### src/rtl/wdrc_compressor_stage.sv
// Wide-dynamic-range compressor stage: envelope follower, knee/ratio gain via
// a 13-step restoring divider, makeup gain, 16-bit saturation.
// Optional output limiter enabled by defining WDRC_LIMITER_EN.
//
// state | meaning
// IDLE  | waiting for audio_valid; captures sample and config
// ENV   | phase 0: envelope update; phase 1: target level, divider load
// DIV   | one quotient bit per cycle, bits 12..0
// GAIN  | total gain t = g * makeup, clamped to 16 bits
// APPLY | y = x * t, saturate, publish audio_out/gain_out, pulse audio_ready
module wdrc_compressor_stage #(
  parameter int ATTACK_SHIFT  = 2,
  parameter int RELEASE_SHIFT = 8,
  parameter int LIMIT_LEVEL   = 30000
) (
  input  logic        clk,
  input  logic        rst_n,
  input  logic [15:0] audio_in,
  input  logic        audio_valid,
  input  logic [15:0] threshold,
  input  logic [2:0]  ratio_shift,
  input  logic [15:0] makeup_gain,
  output logic [15:0] audio_out,
  output logic        audio_ready,
  output logic [15:0] gain_out,
  output logic        busy,
  output logic        drop_flag
);

`ifdef WDRC_LIMITER_EN
  localparam bit LIMITER_ON = 1'b1;
`else
  localparam bit LIMITER_ON = 1'b0;
`endif

  // Without the limiter the clamp bounds equal the 16-bit rails and never bite.
  localparam logic signed [15:0] LIM_HI = LIMITER_ON ? 16'(LIMIT_LEVEL)  : 16'sh7FFF;
  localparam logic signed [15:0] LIM_LO = LIMITER_ON ? 16'(-LIMIT_LEVEL) : 16'sh8000;
  localparam logic signed [32:0] SAT_HI = 33'sd32767;
  localparam logic signed [32:0] SAT_LO = -33'sd32768;

  typedef enum logic [2:0] {
    ST_IDLE  = 3'd0,
    ST_ENV   = 3'd1,
    ST_DIV   = 3'd2,
    ST_GAIN  = 3'd3,
    ST_APPLY = 3'd4
  } state_e;

  state_e      state_q, state_d;
  logic        env_ph_q;
  logic [15:0] x_q, thr_q, mk_q, env_q, t_q;
  logic [2:0]  rs_q;
  logic [27:0] rem_q, dsh_q;
  logic [12:0] quo_q;
  logic [3:0]  cnt_q;
  logic        bypass_q;
  logic [15:0] audio_out_q, gain_out_q;
  logic        audio_ready_q, drop_q;

  logic [15:0] mag, env_new, tgt;
  logic        rem_ge;
  logic [12:0] g;
  logic [28:0] gm, gm_sh;
  logic [15:0] t_new;
  logic signed [32:0] xs, ts, p, ysh;
  logic signed [15:0] ysat, ylim;

  // State register
  always_ff @(posedge clk or negedge rst_n) begin
    if (!rst_n) state_q <= ST_IDLE;
    else        state_q <= state_d;
  end

  // Next-state logic
  always_comb begin
    state_d = state_q;
    case (state_q)
      ST_IDLE:  if (audio_valid) state_d = ST_ENV;
      ST_ENV:   if (env_ph_q) state_d = ST_DIV;
      ST_DIV:   if (cnt_q == 4'd0) state_d = ST_GAIN;
      ST_GAIN:  state_d = ST_APPLY;
      ST_APPLY: state_d = ST_IDLE;
      default:  state_d = ST_IDLE;
    endcase
  end

  // FSM outputs
  always_comb begin
    busy = (state_q != ST_IDLE);
  end

  // Envelope follower, knee target and one divider step
  always_comb begin
    mag     = (x_q == 16'h8000) ? 16'h7FFF : (x_q[15] ? (16'd0 - x_q) : x_q);
    env_new = (mag > env_q) ? env_q + ((mag - env_q) >> ATTACK_SHIFT)
                            : env_q - ((env_q - mag) >> RELEASE_SHIFT);
    tgt     = (env_q > thr_q) ? thr_q + ((env_q - thr_q) >> rs_q) : env_q;
    rem_ge  = (rem_q >= dsh_q);
  end

  // Gain product and output scaling with saturation / limiting
  always_comb begin
    g     = bypass_q ? 13'h1000 : quo_q;
    gm    = {16'b0, g} * {13'b0, mk_q};
    gm_sh = gm >> 12;
    t_new = (|gm_sh[28:16]) ? 16'hFFFF : gm_sh[15:0];
    xs    = {{17{x_q[15]}}, x_q};
    ts    = {17'b0, t_q};
    p     = xs * ts;
    ysh   = p >>> 12;
    if (ysh > SAT_HI)      ysat = 16'sh7FFF;
    else if (ysh < SAT_LO) ysat = 16'sh8000;
    else                   ysat = ysh[15:0];
    ylim = ysat;
    if (ysat > LIM_HI)      ylim = LIM_HI;
    else if (ysat < LIM_LO) ylim = LIM_LO;
  end

  // Datapath registers sequenced by the FSM
  always_ff @(posedge clk or negedge rst_n) begin
    if (!rst_n) begin
      env_ph_q      <= 1'b0;
      x_q           <= '0;
      thr_q         <= '0;
      rs_q          <= '0;
      mk_q          <= '0;
      env_q         <= '0;
      t_q           <= '0;
      rem_q         <= '0;
      dsh_q         <= '0;
      quo_q         <= '0;
      cnt_q         <= '0;
      bypass_q      <= 1'b1;
      audio_out_q   <= '0;
      gain_out_q    <= 16'h1000;
      audio_ready_q <= 1'b0;
      drop_q        <= 1'b0;
    end else begin
      audio_ready_q <= 1'b0;
      if (audio_valid && state_q != ST_IDLE) drop_q <= 1'b1;
      case (state_q)
        ST_IDLE: begin
          if (audio_valid) begin
            x_q      <= audio_in;
            thr_q    <= threshold;
            rs_q     <= ratio_shift;
            mk_q     <= makeup_gain;
            env_ph_q <= 1'b0;
          end
        end
        ST_ENV: begin
          if (!env_ph_q) begin
            env_q    <= env_new;
            env_ph_q <= 1'b1;
          end else begin
            env_ph_q <= 1'b0;
            rem_q    <= {tgt, 12'b0};
            dsh_q    <= {env_q, 12'b0};
            quo_q    <= '0;
            cnt_q    <= 4'd12;
            bypass_q <= (env_q <= thr_q) || (env_q == 16'd0);
          end
        end
        ST_DIV: begin
          if (rem_ge) rem_q <= rem_q - dsh_q;
          quo_q <= {quo_q[11:0], rem_ge};
          dsh_q <= dsh_q >> 1;
          cnt_q <= cnt_q - 4'd1;
        end
        ST_GAIN: begin
          t_q <= t_new;
        end
        ST_APPLY: begin
          audio_out_q   <= ylim;
          gain_out_q    <= t_q;
          audio_ready_q <= 1'b1;
        end
        default: ;
      endcase
    end
  end

  assign audio_out   = audio_out_q;
  assign audio_ready = audio_ready_q;
  assign gain_out    = gain_out_q;
  assign drop_flag   = drop_q;

endmodule
### config.mk
export PLATFORM = sky130hd
export DESIGN_NAME = wdrc_compressor_stage
export DESIGN_NICKNAME = d
export VERILOG_FILES = /design/src/rtl/wdrc_compressor_stage.sv
export SDC_FILE = /design/constraint.sdc
export NUM_CORES = 2
export LEC_CHECK = 0
export CORE_MARGIN = 8
export CORE_UTILIZATION = 45
export CTS_BUF_LIST = sky130_fd_sc_hd__clkbuf_2
export DETAILED_ROUTE_END_ITERATION = 10
export PLACE_DENSITY = 0.74
export SYNTH_ARGS = -nofsm -noshare
export SYNTH_HDL_FRONTEND = slang
export SYNTH_SLANG_ARGS = --single-unit
### constraint.sdc
create_clock -name clk -period 6.4 [get_ports clk]
set_input_delay 1.28 -clock clk [delete_from_list [all_inputs] [get_ports clk]]
set_output_delay 1.28 -clock clk [all_outputs]
set_load 0.02 [all_outputs]
==> metrics.txt <==
Die Y 266.7 um; Synth Register Bits 195; GR Util All Layers 20.15%; global-route wire length before repair 117400 um; period utilization 100.5%; met3 wire length 4745 um; Clock Sink Count 195; clk_skew 0.08714 ns; Slew Limit Fails 0; final worst setup slack -0.02994 ns; crit-path leading delay family adder cells; fin crit period 6.430 ns; outcome finished, violations left; non-filler cells, final 4325; Crit path largest cell delay 0.55 ns; Top Ports 89; synth top area cells fa_1, dfrtp_1, ha_1; post-synthesis sequential area ratio 17.27%; f_max 155.5 MHz; Clock transition at path regs 0.42 ns; Final HPWL DP 57080 um; FF-to-FF End audio_out[12]; Async SR Flop Fraction 100.0%; Worst path slowest cell fa_1; R2R depth 24; Starting DRT DRC Count 1785; die area 71110 sq um; highest routed metal layer met4; Rel. slew slack 34.91%; Yosys top cell area share 24.78%; vias after detailed routing 23120; Yosys top cell by area fa_1; CTS max path bufs 2; Skew-Pair Late Insertion Delay 1.12 ns; share of cells above drive strength 1 14.12%; critical path capture point type flip-flop; CTS tree done; root buffer cell clkbuf_2; WS Path Type reg -> reg; largest net degree at the start of global routing 125; Port-buffer cells 88; WP data arrival 7.46 ns; most used cell, CP fa_1; drt total wl 72560 um; Die Span X 266.7 um; Remaining Overflow, GRT 0; Final Setup Violations 2; Avg WL per Cell 16.78 um; Setup TNS -0.05925 ns; failing checks setup timing; max-cap viol count 0; Final Hold Fails 0; area delta synth->final 15.62%; synthesized instance count 3257; Unique masters post-synth 83; hold buffers post-CTS 0; Final ANT Viol Nets 0; EDFF count, synth 0; Critical path origin t_q[3]; RSZ-0062 raised after global routing true; initial antenna violation count 2; TritonCTS Buffers 17; HP Class in -> async; DRT Pass-1 Iters 8; Nets 4165; syn nets 3958; Cells after DPL 4249; H-Tree Depth 4; top_reg_cell synth dfrtp_1; Crit Path Max Fanout 5; core area 62620 sq um; Post-DP Area 31310 sq um; GP Congestion 0.9158; worst path bufs/invs 7; row count 92; crit-path cells buf_6 -> and2_4 -> fa_1 -> inv_2 -> fa_1 -> inv_1 -> fa_1 -> fa_1 -> fa_1 -> inv_1 -> fa_1 -> inv_2 -> ha_4 -> a21oi_4 -> and3_4 -> a221o_1 -> o21a_4 -> o211ai_1 -> mux2i_1 -> a31oi_1 -> buf_4 -> buf_4 -> o21ai_2 -> nand2_1; Vias/cell 5.345; Slew @ Worst Pin 0.9764 ns; Ys Warns 0; Routed met2 length 33760 um; design area 32690 sq um; Mapped Area 28270 sq um; DR DRC count 0; CP endpoint audio_out[12]; vias in the first global route 23220; Starting Density 45.15%; Stages on worst setup path 24; Reg2Reg Launch Point t_q[3]; r2r setup slk -0.03 ns; Mean Syn Cell Area 8.681 sq um; CP required 7.43 ns; M1 WL 32600 um; crit path launch type flip-flop
-- layout by cell type, fill, tap and decap left out, types with 42 or more instances in the layout --
cell	instances
a21o_1	42
a21oi_1	90
and2_1	181
buf_4	216
clkdlybuf4s50_1	87
dfrtp_1	172
fa_1	339
ha_1	285
inv_1	514
nand2_1	467
nor2_1	140
o21ai_0	74
xnor2_1	70
xor2_1	51
-- routing by layer --
metal / vias up / track usage, %
met2: 647 / 32.36
li1: 10960 / -
met1: 11410 / 27.79
met4: 0 / 5.514
met3: 102 / 3.703
met5: - / 0
-- cell families (layout without fill, tap and decap cells) --
logic type                 after synthesis  after routing  synth area share [%]
AOI/OAI and AO/OA                      519            519                 12.34
other                                    0              2                     0
buffers and inverters                  680            899                 9.041
muxes                                   63             63                 2.491
DFF                                    195            195                 17.27
adders and majority gates              647            647                 37.92
and+or+nand+nor                       1031           1032                 17.16
xor gates and xnor gates               122            122                 3.779
-- state kept, by name, indices dropped and copies added (netlist names), 3 cells and up --
register,flops
env_q,16
x_q,16
quo_q,13
cnt_q,4
thr_q,16
mk_q,16
audio_out,16
gain_out,16
state_q,3
rem_q,28
rs_q,3
dsh_q,28
t_q,16
-- worst min-delay path by stage --
stage,end,slack [ns],cells after the start,start
after floorplan,cnt_q[3],0.45,1,cnt_q[3]
after global placement,drop_flag,0.45,1,drop_flag
after detailed placement,gain_out[12],0.45,2,gain_out[12]
after CTS,rs_q[2],0.04,1,rst_n
after global routing,dsh_q[12],0.12,1,rst_n
final,rs_q[2],0.13,1,rst_n
-- final cells by class --
cell class / instances / area (sq um)
Antenna cell: 2 / 5.005
Clock buffer: 17 / 85.08
Clock inverter: 15 / 210.2
Fill cell: 5705 / 29930
Inverter: 531 / 1993
Multi-Input combinational cell: 2383 / 21510
Sequential cell: 195 / 4908
Tap cell: 846 / 1059
Timing Repair Buffer: 336 / 2925
-- worst register-to-register path: stages (launching register included) --
cell      delay [ns]
dfrtp_2         0.53
buf_6           0.14
and2_4          0.16
fa_1            0.55
inv_2           0.04
fa_1            0.50
inv_1           0.05
fa_1            0.52
fa_1            0.44
fa_1            0.52
inv_1           0.05
fa_1            0.51
inv_2           0.04
ha_4            0.30
a21oi_4         0.06
and3_4          0.17
a221o_1         0.37
o21a_4          0.25
o211ai_1        0.21
mux2i_1         0.29
a31oi_1         0.12
buf_4           0.18
buf_4           0.14
o21ai_2         0.12
nand2_1         0.08
-- what timing repair did --
action                                  CTS  global route
cloned                                    0             2
resized for setup                        31           155
buffers inserted                          8            33
pin swaps                                18           101
endpoints found under the setup margin   21            38
-- synth_stat cells (all sizes together) (33+ instances only) --
library cell / instances
a21o: 42
a21oi: 104
and2: 190
clkbuf: 141
dfrtp: 193
fa: 350
ha: 297
inv: 529
mux2: 39
nand2: 473
nand3: 42
nor2: 148
nor3: 39
o211ai: 33
o21ai: 121
xnor2: 71
xor2: 51
-- per-stage QoR --
stage / setup WS, ns / hold slack, ns / util, %
after floorplan: 0.005481 / 0.4456 / -
after global placement: -0.03771 / 0.4456 / 50.01
after detailed placement: -0.1467 / 0.4518 / 50.01
after CTS: 0.001291 / 0.03554 / 50.75
after global routing: -0.2083 / 0.1212 / 52.21
final: -0.02994 / 0.1349 / 52.21
Power is not shown: default switching activity piles up to over one toggle a cycle in this logic, so the estimate is an artifact.
